`src/rtl/dechat_scan_pkg.sv`:
```
// rtl/dechat_scan_pkg.sv - shared types, widths and round-robin search for dechat_scan
// Contents:
//   state_t  : arbiter state (ST_IDLE, ST_PRESENT)
//   NCH_MAX  : largest supported channel count
//   CHW_MAX  : channel-index width at NCH_MAX
//   rr_pick  : first set request searching upward from last+1, with wrap
package dechat_scan_pkg;

    typedef enum logic {
        ST_IDLE    = 1'b0,
        ST_PRESENT = 1'b1
    } state_t;

    localparam int NCH_MAX = 16;
    localparam int CHW_MAX = $clog2(NCH_MAX);

    // req is zero-extended to NCH_MAX; only the low nch bits are searched.
    // Returns 0 when nothing is requested; callers only use it with |req.
    function automatic int rr_pick(input logic [NCH_MAX-1:0] req,
                                   input int last,
                                   input int nch);
        int   idx;
        int   sel;
        logic found;
        sel   = 0;
        found = 1'b0;
        for (int i = 1; i <= NCH_MAX; i++) begin
            idx = (last + i) % nch;
            if (!found && (i <= nch) && req[idx[CHW_MAX-1:0]]) begin
                sel   = idx;
                found = 1'b1;
            end
        end
        return sel;
    endfunction

endpackage

```
`src/rtl/dechat_tick_ch.sv`:
```
// rtl/dechat_tick_ch.sv - one debounce channel: synchroniser, tick counter, level and edge pulse
// Ports:
//   CLK, RSTX  : clock, asynchronous active-low reset
//   din        : raw asynchronous input
//   tick       : shared prescaled tick
//   timeout    : ticks of stable mismatch required before level changes
//   level      : debounced level
//   edge_stb   : one-cycle pulse in the cycle level changes
//   edge_rise  : direction of the last change (1 = rising), valid with edge_stb
module dechat_tick_ch #(
    parameter int   CBW = 4,
    parameter logic RV  = 1'b0
) (
    input  logic           CLK,
    input  logic           RSTX,
    input  logic           din,
    input  logic           tick,
    input  logic [CBW-1:0] timeout,
    output logic           level,
    output logic           edge_stb,
    output logic           edge_rise
);
    import dechat_scan_pkg::*;

    logic           sync1;
    logic           sync2;
    logic [CBW-1:0] cnt;

    always_ff @(posedge CLK or negedge RSTX) begin
        if (!RSTX) begin
            sync1     <= RV;
            sync2     <= RV;
            level     <= RV;
            cnt       <= '0;
            edge_stb  <= 1'b0;
            edge_rise <= 1'b0;
        end else begin
            sync1    <= din;
            sync2    <= sync1;
            edge_stb <= 1'b0;
            if (sync2 == level) begin
                // any return to the current level restarts the wait
                cnt <= '0;
            end else if (cnt >= timeout) begin
                // compare happens before the tick increment, so timeout 0
                // follows the synchroniser on the next cycle without a tick
                level     <= sync2;
                cnt       <= '0;
                edge_stb  <= 1'b1;
                edge_rise <= sync2;
            end else if (tick && (cnt != '1)) begin
                cnt <= cnt + 1'b1;
            end
        end
    end

endmodule

```
`src/rtl/dechat_scan.sv`:
```
// rtl/dechat_scan.sv - multi-channel debounce with shared prescaler and round-robin event port
// Build option: DECHAT_SCAN_FALL_EN - when defined, falling edges also create events;
//               otherwise only rising edges do and EV_RISE is constant 1.
// Ports:
//   CLK, RSTX  : clock, asynchronous active-low reset
//   DIN        : raw asynchronous inputs, one per channel
//   PRESCALE   : tick period minus 1, in CLK cycles
//   TIMEOUT    : ticks of stable mismatch required before LEVEL changes
//   LEVEL      : debounced levels
//   EV_VALID   : event presented; held until EV_READY
//   EV_READY   : consumer accepts the event
//   EV_CH      : channel of the presented event
//   EV_RISE    : 1 = rising edge, 0 = falling edge
//   OVF        : sticky, an event was merged into a still-pending one
module dechat_scan
    import dechat_scan_pkg::*;
#(
    parameter int   NCH = 4,
    parameter int   PBW = 16,
    parameter int   CBW = 4,
    parameter logic RV  = 1'b0
) (
    input  logic                   CLK,
    input  logic                   RSTX,
    input  logic [NCH-1:0]         DIN,
    input  logic [PBW-1:0]         PRESCALE,
    input  logic [CBW-1:0]         TIMEOUT,
    output logic [NCH-1:0]         LEVEL,
    output logic                   EV_VALID,
    input  logic                   EV_READY,
    output logic [$clog2(NCH)-1:0] EV_CH,
    output logic                   EV_RISE,
    output logic                   OVF
);

    localparam int CW = $clog2(NCH);

    logic [PBW-1:0]     pcnt;
    logic               tick;
    logic [NCH-1:0]     edge_stb;
    logic [NCH-1:0]     edge_rise;
    logic [NCH-1:0]     ev_in;
    logic [NCH-1:0]     pend;
    logic [NCH-1:0]     clr;
    logic [NCH_MAX-1:0] pend_ext;
    logic [CW-1:0]      rr;
    logic [CW-1:0]      pick;
    logic               grant;
    state_t             state;

    // A PRESCALE lowered below pcnt simply lets pcnt run round through 2^PBW.
    assign tick = (pcnt == PRESCALE);

    always_ff @(posedge CLK or negedge RSTX) begin
        if (!RSTX) begin
            pcnt <= '0;
        end else if (tick) begin
            pcnt <= '0;
        end else begin
            pcnt <= pcnt + 1'b1;
        end
    end

    for (genvar g = 0; g < NCH; g++) begin : g_ch
        dechat_tick_ch #(
            .CBW (CBW),
            .RV  (RV)
        ) u_ch (
            .CLK       (CLK),
            .RSTX      (RSTX),
            .din       (DIN[g]),
            .tick      (tick),
            .timeout   (TIMEOUT),
            .level     (LEVEL[g]),
            .edge_stb  (edge_stb[g]),
            .edge_rise (edge_rise[g])
        );
    end

`ifdef DECHAT_SCAN_FALL_EN
    logic [NCH-1:0] pol;
    assign ev_in = edge_stb;
`else
    assign ev_in   = edge_stb & edge_rise;
    assign EV_RISE = 1'b1;
`endif

    assign pend_ext = NCH_MAX'(pend);
    assign pick     = CW'(rr_pick(pend_ext, int'(rr), NCH));
    assign grant    = (state == ST_IDLE) && (|pend);

    always_comb begin
        clr = '0;
        if (grant) begin
            clr[pick] = 1'b1;
        end
    end

    always_ff @(posedge CLK or negedge RSTX) begin
        if (!RSTX) begin
            state    <= ST_IDLE;
            pend     <= '0;
            rr       <= CW'(NCH - 1);
            EV_VALID <= 1'b0;
            EV_CH    <= '0;
            OVF      <= 1'b0;
`ifdef DECHAT_SCAN_FALL_EN
            pol      <= '0;
            EV_RISE  <= 1'b0;
`endif
        end else begin
            for (int i = 0; i < NCH; i++) begin
                if (ev_in[i]) begin
                    // a new edge beats a same-cycle grant: it is queued again
                    pend[i] <= 1'b1;
`ifdef DECHAT_SCAN_FALL_EN
                    pol[i]  <= edge_rise[i];
`endif
                    if (pend[i] && !clr[i]) begin
                        OVF <= 1'b1;
                    end
                end else if (clr[i]) begin
                    pend[i] <= 1'b0;
                end
            end

            case (state)
                ST_IDLE: begin
                    if (grant) begin
                        EV_CH    <= pick;
                        rr       <= pick;
                        EV_VALID <= 1'b1;
                        state    <= ST_PRESENT;
`ifdef DECHAT_SCAN_FALL_EN
                        EV_RISE  <= pol[pick];
`endif
                    end
                end
                ST_PRESENT: begin
                    if (EV_READY) begin
                        EV_VALID <= 1'b0;
                        state    <= ST_IDLE;
                    end
                end
                default: state <= ST_IDLE;
            endcase
        end
    end

endmodule

```
`config.mk`:
```
export PLATFORM = sky130hd
export DESIGN_NAME = dechat_scan
export DESIGN_NICKNAME = d
export VERILOG_FILES = /design/src/rtl/dechat_scan_pkg.sv /design/src/rtl/dechat_tick_ch.sv /design/src/rtl/dechat_scan.sv
export SDC_FILE = /design/constraint.sdc
export NUM_CORES = 1
export LEC_CHECK = 0
export CORE_MARGIN = 2
export CORE_UTILIZATION = 30
export CTS_CLUSTER_DIAMETER = 200
export CTS_CLUSTER_SIZE = 30
export DETAILED_ROUTE_END_ITERATION = 12
export MAX_ROUTING_LAYER = met4
export SLEW_MARGIN = 20
export SYNTH_ARGS = -nofsm -noshare
export SYNTH_HDL_FRONTEND = slang
export SYNTH_HIERARCHICAL = 1
export SYNTH_SLANG_ARGS = --single-unit
```
`constraint.sdc`:
```
create_clock -name CLK -period 2.3 [get_ports CLK]
set_input_delay 0.575 -clock CLK [delete_from_list [all_inputs] [get_ports CLK]]
set_output_delay 0.575 -clock CLK [all_outputs]
set_load 0.01 [all_outputs]
```
==> impl_metrics.yaml <==
synth:
  synth_top_cell_area_share_pct: 43.6
  synth_most_common_cell: "dfrtp_1"
  yosys_warnings: 6
  synth_edf_count: 0
  synthArstFlopShare_pct: 100
  synth_ff_type: "dfrtp_1"
  synth_area_leaders: "dfrtp_1, ha_1, xnor2_1"
  synth.cells.most_frequent: "dfrtp_1, nor2_1, xnor2_1, nand2_1"
  syn_nets: 360
  synth-seq-cells: 59
  syn_area_per_cell_um2: 10.5
  postSynthCellCount: 312
  synth_area_um2: 3270
  synth_area_leader_cell: "dfrtp_1"
  ys_seq_area_share_pct: 45.2
  post_synth_num_cell_types: 43
timing:
  slew_violations: 0
  period_share_pct: 93.9
  max_freq_mhz: 463
  setup_viol: 0
  rsz0062_at_grt: "no"
  finalClockSkew_ps: 6.43
  tightestPinTransition_ps: 491
  fin_crit_ps: 2160
  relSlewSlack_pct: 67.0
  hold_viol_final: 0
routing:
  dr.pass1.iters: 4
  drt-total-wl_mm: 6.22
  wl_per_cell_um: 12.4
  drt_iter0_drc: 52
  ant_nets: 0
  vias: 2311
  vias_per_cell: 4.61
  drc: 0
worst_setup_path:
  reg2reg_depth: 7
  cp_max_fo: 4
  slowest_stage: "clkdlybuf4s50_1"
  worst_ep_required_time_ps: 2510
  crit_chain: "clkdlybuf4s50_1 > ha_1 > nand2b_4 > a2111oi_4 > nor2_1 > mux2_1"
  slowest_delay_ps: 500
  cp-start-kind: "input port"
  cp.arrival_ps: 2370
  end_kind: "flop"
  crit_type: "in2reg"
layout:
  final_area_um2: 4020
  syn2layout_area_growth_pct: 22.8
  fillers: 1094
  num_antenna_cells: 0
  drive_gt1_share_pct: 12.2
  nets: 404
  final_cells: 501
cts:
  cts_made_buffers: 9
  cts_resized: 0
  clk_latency_ps: 330
  cts_tree: "yes"
  post_cts_buffers: 0
  clock-sinks: 59
  root_buffer: "clkbuf_8"
  h-tree-depth: 3
  clockBufferDepth: 2
  clk_pin_slew_worst_paths_ps: 70
  hold_buffers: 0
placement:
  hpwlAfterDp_mm: 4.77
  globalplace.congestion: 0.797
  place_inst: 485
  port_buffers: 34
  post_dp_cell_area_um2: 3790
power_and_ir_drop:
  clkPwrFrac_pct: 31.9
  p_int_uw: 2350
  ir_worst_vdd_mv: 0.353
  power_uw: 3340
  pwr-share-seq_pct: 42.1
  sw_frac_of_total_pct: 29.8
  power_density_nw_per_um2: 831
  p_leak_uw: 0.00175
  combPwrFrac_pct: 26.0
  switching_power_uw: 995
die:
  die-area_um2: 11800
  rows: 38
  ios: 36
  die_x_um: 108
  core_um2: 10700
  fp.dieH_um: 108
  initial_core_util_pct: 30.5
global_route:
  grt_max_degree: 30
  globalRoute.totalOverflow: 0
  antenna_found_initial: 0
  grt_pass1_wl_mm: 11.0
  grt_pass1_vias: 2381
  grtUsageTotal_pct: 12.4
status:
  status: "finished clean"
flow_run:
  drv_cap: 0
hold_path:
  holdCritPathClass: "in2async"
[power by group through the flow]
stage               combinational [uW]  clock (uW)  sequential (uW)
detailed placement                 882           0             1430
finish                             870        1070             1410
floorplan                          625           0             1380
global route                       982        1160             1440
CTS                                885        1110             1410
global placement                   862           0             1420
[critical path: cells and delay by family]
family / cells / cell delay [ps]
fa+ha+maj: 1 / 330
compound gates: 1 / 400
buf+inv: 1 / 500
simple gates: 2 / 240
mux: 1 / 310
[cell families (layout without fill, tap and decap cells)]
kind of cell | after synthesis | count (layout) | synth area share, %
AOI/OAI and AO/OA | 39 | 39 | 11.3
xor gates and xnor gates | 38 | 38 | 10.2
adders and majority gates | 21 | 21 | 8.02
buffers and inverters | 28 | 77 | 3.94
DFF | 59 | 59 | 45.2
muxes | 5 | 5 | 1.68
other | 1 | 1 | 0.115
and+or+nand+nor | 121 | 121 | 19.6
[per-layer routing]
metal  wire (um)  part of all wire (%)  global-route usage, %
met1        2790                    45                   14.2
met2        3160                    51                   20.4
met3         191                   3.1                   3.19
met4          73                   1.2                   5.68
met5           0                     0                      -
[placed cells by master, fill, tap and decap left out, types with 3 or more instances in the layout]
cell and n:
a2111oi_4 4, a211oi_1 5, a21oi_1 11, and3_1 4, and4b_1 4, buf_4 5, clkbuf_8 11, clkdlybuf4s50_1 33
dfrtp_1 57, ha_1 21, inv_1 21, mux2_1 4, nand2_1 23, nand2b_1 3, nand2b_4 4, nand3_1 16
nand4_1 9, nor2_1 35, nor3_1 13, o21a_1 6, o21bai_1 4, xnor2_1 29, xor2_1 9
[through the flow]
step	hold WS (ps)	setup TNS [ps]	setup WS, ps	utilization (%)
global placement	335	-2380	-194	35.3
detailed placement	336	-3250	-228	35.3
global route	62.8	0	43.3	37.4
floorplan	279	0	268	-
CTS	59.9	0	138	37.4
finish	74.5	0	141	37.4
[area by class of cell]
type	instances	area, um2	share of cell area (%)
Multi-Input combinational cell	225	1670	41.5
Sequential cell	59	1480	36.8
Timing Repair Buffer	40	393	9.77
Tap cell	140	175	4.36
Clock buffer	12	155	3.86
Inverter	21	78.8	1.96
Clock inverter	4	72.6	1.81
[registers in the layout, summed over array words and instances (netlist names)]
register	flops
g_ch.u_ch/cnt	16
pcnt	16
g_ch.u_ch/edge_rise	4
g_ch.u_ch/edge_stb	4
g_ch.u_ch/sync1	4
g_ch.u_ch/sync2	4
pend	4
EV_CH	2
rr	2
EV_VALID	1
OVF	1
state	1
[final timing paths]
path | start | to | slack, ps
worst max register to register | pcnt[3] | g_ch[2].u_ch/cnt[3] | 450
worst max-delay path | TIMEOUT[0] | g_ch[2].u_ch/edge_rise | 140
min in group CLK | g_ch[2].u_ch/sync1 | g_ch[2].u_ch/sync2 | 350
max in group asynchronous | RSTX | g_ch[3].u_ch/cnt[0] | 1620
worst min register to register | g_ch[2].u_ch/sync1 | g_ch[2].u_ch/sync2 | 350
worst min-delay path | RSTX | EV_VALID | 70
Power figures use the tool's default switching activity.
